### config.mk
export PLATFORM = sky130hd
export DESIGN_NAME = byte_stream_scrambler
export DESIGN_NICKNAME = d
export VERILOG_FILES = /design/src/rtl/byte_stream_scrambler.sv
export SDC_FILE = /design/constraint.sdc
export NUM_CORES = 1
export LEC_CHECK = 0
export ABC_CLOCK_PERIOD_IN_PS = 2900
export CORE_ASPECT_RATIO = 1.25
export CORE_MARGIN = 5
export CORE_UTILIZATION = 46
export DETAILED_ROUTE_END_ITERATION = 16
export PLACE_DENSITY = 0.7
export SYNTH_ARGS = -nofsm -noshare
export SYNTH_HDL_FRONTEND = slang
export SYNTH_SLANG_ARGS = --single-unit
### constraint.sdc
create_clock -name clock -period 2.9 [get_ports clock]
set_input_delay 0.725 -clock clock [delete_from_list [all_inputs] [get_ports clock]]
set_output_delay 0.725 -clock clock [all_outputs]
set_load 0.03 [all_outputs]
### src/rtl/byte_stream_scrambler.sv
// Transmit-side byte scrambler: XORs accepted bytes with an 8-bit LFSR keystream
// and queues the result in a 2-entry output buffer with valid/ready on both sides.
module byte_stream_scrambler #(
  parameter logic [7:0]  SEED  = 8'hFF,
  parameter int unsigned CNT_W = 16
) (
  input  logic             clock,
  input  logic             reset,
  input  logic             enable,
  input  logic [7:0]       din,
  input  logic             din_valid,
  input  logic             din_sof,
  output logic             din_ready,
  output logic [7:0]       dout,
  output logic             dout_valid,
  input  logic             dout_ready,
  output logic [7:0]       lfsr,
  output logic [CNT_W-1:0] byte_count
);

  if (SEED == 8'h00) begin : g_seed_check
    $error("byte_stream_scrambler: SEED must be nonzero");
  end

  typedef enum logic [1:0] {EMPTY, ONE, FULL} occ_t;

  occ_t       state, state_next;
  logic [7:0] tail;
  logic [7:0] key;
  logic [7:0] scrambled;
  logic       accept;
  logic       pop;

  assign accept    = din_valid & din_ready;
  assign pop       = dout_valid & dout_ready;
  assign key       = din_sof ? SEED : lfsr;
  assign scrambled = din ^ key;

  always_ff @(posedge clock or posedge reset) begin
    if (reset) state <= EMPTY;
    else       state <= state_next;
  end

  always_comb begin
    state_next = state;
    unique case (state)
      EMPTY: if (accept) state_next = ONE;
      ONE: begin
        if (accept && !pop)      state_next = FULL;
        else if (!accept && pop) state_next = EMPTY;
      end
      FULL:    if (pop) state_next = ONE;
      default: state_next = EMPTY;
    endcase
  end

  // Ready depends only on registered occupancy, never on dout_ready.
  always_comb begin
    din_ready  = 1'b0;
    dout_valid = 1'b0;
    din_ready  = enable & ~reset & (state != FULL);
    dout_valid = (state != EMPTY);
  end

  // dout is the head register; it keeps its last value when the buffer empties.
  always_ff @(posedge clock or posedge reset) begin
    if (reset) begin
      dout <= '0;
      tail <= '0;
    end else begin
      unique case (state)
        EMPTY: if (accept) dout <= scrambled;
        ONE: begin
          if (accept && pop) dout <= scrambled;
          else if (accept)   tail <= scrambled;
        end
        FULL:    if (pop) dout <= tail;
        default: ;
      endcase
    end
  end

  always_ff @(posedge clock or posedge reset) begin
    if (reset) begin
      lfsr       <= SEED;
      byte_count <= '0;
    end else if (accept) begin
      lfsr <= {key[6:0], key[6] ^ key[3]};
      if (din_sof)          byte_count <= CNT_W'(1);
      else if (!(&byte_count)) byte_count <= byte_count + CNT_W'(1);
    end
  end

endmodule

==> flow_summary.toml <==
[outcome]
outcome = "finished, final reports clean"

[critical_path]
cp-end-kind = "output pin"
worst-path-buf-inv = 3
crit_fanout = 4
worstSetupPathType = "primary input to output pin"
worst-path-stages = 4
worst_setup_path_start_kind = "primary input"
cpMaxStageDelayCell = "clkdlybuf4s50_1"
cp.arrival_ns = 2.09
path_common_cell = "clkdlybuf4s50_1"
cpLargestDelayFamily = "buffers and inverters"
cpPeakStageDelay_ns = 0.59
required_ns = 2.17
path_cells = "clkdlybuf4s50_1 > clkinv_1 > and3_1 > clkdlybuf4s50_1"
ff2ff_path_depth = 6

[sta]
rsz0062_at_grt = "no"
max_slew.worst_pin.slew_ns = 0.5083
timing.fmax_ghz = 0.3551
hold_slack_ns = 0.4871
finalCritPeriodShare_pct = 97.10
drv_slew = 0
fin_skew_ns = 0.006903
setup_tns_ns = 0
worst_slack_ns = 0.08417
maxSlewHeadroom_pct = 66.11
setup_viol = 0
hold_viol_final = 0
final.min_clock_period_ns = 2.816

[final_layout]
antenna_cells = 0
syn_to_final_growth_pct = 30.96
fill_cells = 404
nNetsFinal = 306
layoutNonFillerInstCount = 349
drive_gt1_share_pct = 15.92

[drt]
dr.pass1.iters = 4
drcViolationCount = 0
wl_met3_um = 258
vias_per_cell = 5.269
wl_met2_mm = 2.468
routed.top_layer = "met4"
vias = 1839
wl_met1_mm = 2.179
wirelength_mm = 4.929
wl_per_cell_um = 14.12
ant_nets = 0
first_iter_violations = 84

[clock_tree]
cts_buffers = 5
postCtsSetupRepairBufs = 0
cts.reportedPaths.clkPinSlew_ns = 0.08
cts.repair.resized = 0
clk_latency_ns = 0.30
cts.path.max_buffers = 2
cts_tree = "built"
clock_sinks = 42
cts_hold_buf = 0
cts_root_buf = "clkbuf_8"
cts_max_level = 2

[die]
core_mm2 = 0.004695
die_h_um = 87.29
start_util_pct = 46.83
rows = 28
pin_count = 48
die_w_um = 71.83
die_area_mm2 = 0.006270

[placement]
hpwl_mm = 3.523
port_buffers = 47
place_inst = 341
place_congestion = 0.7108
dp_slack_ns = 0.07184

[global_route]
grt_antenna_before_repair = 0
track_usage_pct = 16.96
overflow = 0
grt_pass1_wl_mm = 8.390
grt_max_degree = 29
first_global_vias = 1798

[pwr]
p_int_uw = 1423
power_frac_seq_pct = 40.8
p_leak_uw = 0.001254
comb_power_share_pct = 38.1
irDropWorstVdd_v = 0.0003228
swShare_pct = 35.70
p_per_area_mw_per_mm2 = 768.9
p_clk_share_pct = 21.1
switchingPower_uw = 790.2

[min_path]
hold_class = "flop to flop"
hold_depth = 2

[synthesis]
synth.cell_area_mm2 = 0.002198
ys_ff_latch = 42
synth_top_area_share_pct = 38.70
netlist_instances = 235
synth.distinct_cells = 32
ys_seq_area_share_pct = 48.26
ys.flop_type = "dfrtp_1"
syn_area_per_cell_um2 = 9.355
synth_area_leaders = "dfrtp_1 39%, dfstp_2 9.6%, nand2_1 9.2%"
yosys_warnings = 0
syn-num-nets = 253
synthArstFlopShare_pct = 100.0
yosys.area.top_type = "dfrtp_1"
synth_edf_count = 0

[job]
drv_cap = 0
-- Yosys cell counts (3+ instances only) --
cell	n
dfstp_2	8
nor3_1	5
a31oi_1	5
xnor2_1	9
dfrtp_1	34
mux2i_1	4
and3_1	3
nand4_1	4
mux2_2	16
clkbuf_1	7
inv_1	5
ha_1	4
a21oi_1	6
nand2_1	54
o21ai_0	22
nor2_1	20
nor4_1	4
nand3_1	4
or2_2	3
-- cells by family after synthesis --
group                    Yosys count  share of synthesized area (%)
multiplexers                      20                          10.02
flip-flops                        42                          48.26
adder cells (fa/ha/maj)            4                          2.277
AND/OR/NAND/NOR                  106                          22.08
AO/OA/AOI/OAI                     39                          10.81
XOR/XNOR                           9                          3.586
buffers and inverters             15                          2.959
-- worst min-delay path, delay by kind of cell, from the launching register on --
kind,cells,cell delay [ns]
AND/OR/NAND/NOR,1,0.05
AO/OA/AOI/OAI,1,0.06
flip-flops,1,0.38
-- through the flow --
step	total power, uW	cell area [um2]	utilization, %
finish	2214	2879	61.33
floorplan	1428	2198	-
CTS	2243	2879	61.33
global route	2348	2879	61.33
detailed placement	1766	2765	58.90
global placement	1746	2765	58.90
-- flip-flops by register name, indices dropped and copies added, names as in the netlist --
register    count
state           2
lfsr            8
tail            8
byte_count     16
dout            8
-- final timing paths --
check,slack (ns),endpoint,from
min,0.49,lfsr[0],lfsr[0]
min reg2reg,0.49,lfsr[0],lfsr[0]
max,0.08,din_ready,reset
max reg2reg,0.74,dout[2],state[0]
max in group asynchronous,1.76,lfsr[1],reset
min in group asynchronous,0.82,dout[6],reset
-- power by group through the flow --
stage	clock [uW]	combinational (uW)	sequential [uW]
3_3_place_gp	0	840	906
3_5_place_dp	0	851	914
2_1_floorplan	0	322	1110
5_1_grt	510	904	933
6_report	467	844	902
4_1_cts	485	855	903
-- routing by layer --
metal,vias up,track usage (%)
met3,4,4.388
met5,-,0
met1,874,20.67
met4,0,4.786
li1,915,-
met2,46,29.43
-- layout by cell type (no fill, tap or decap), types with 2 or more instances in the layout --
cell / Yosys / routed
buf_4: 0 / 9
a21oi_1: 6 / 6
and3_1: 3 / 3
nand4_1: 4 / 4
nand3b_1: 2 / 2
or2_2: 3 / 3
mux2_2: 16 / 16
ha_1: 4 / 4
dfstp_2: 8 / 8
clkinvlp_4: 0 / 2
nand2_1: 54 / 54
o22a_1: 2 / 2
nor4_1: 4 / 4
xnor2_1: 9 / 9
dfrtp_1: 34 / 34
o31ai_1: 2 / 2
nor2_1: 20 / 20
a31oi_1: 5 / 5
nor2b_1: 2 / 2
o21ai_0: 22 / 22
nand3_1: 4 / 4
inv_1: 5 / 4
nor3_1: 5 / 5
clkdlybuf4s50_1: 0 / 47
mux2i_1: 4 / 4
clkbuf_8: 0 / 5
nand2b_1: 2 / 2
-- final cells by class --
class / count / area (um2) / area share [%]
repair buffers: 56 / 538.0 / 18.69
multi-input cells: 178 / 1072 / 37.24
clock inverters: 3 / 45.04 / 1.565
well taps: 60 / 75.07 / 2.608
flip-flops and latches: 42 / 1061 / 36.85
inverters: 5 / 18.77 / 0.6519
clock buffers: 5 / 68.82 / 2.390
(Power assumes the default switching activity.)
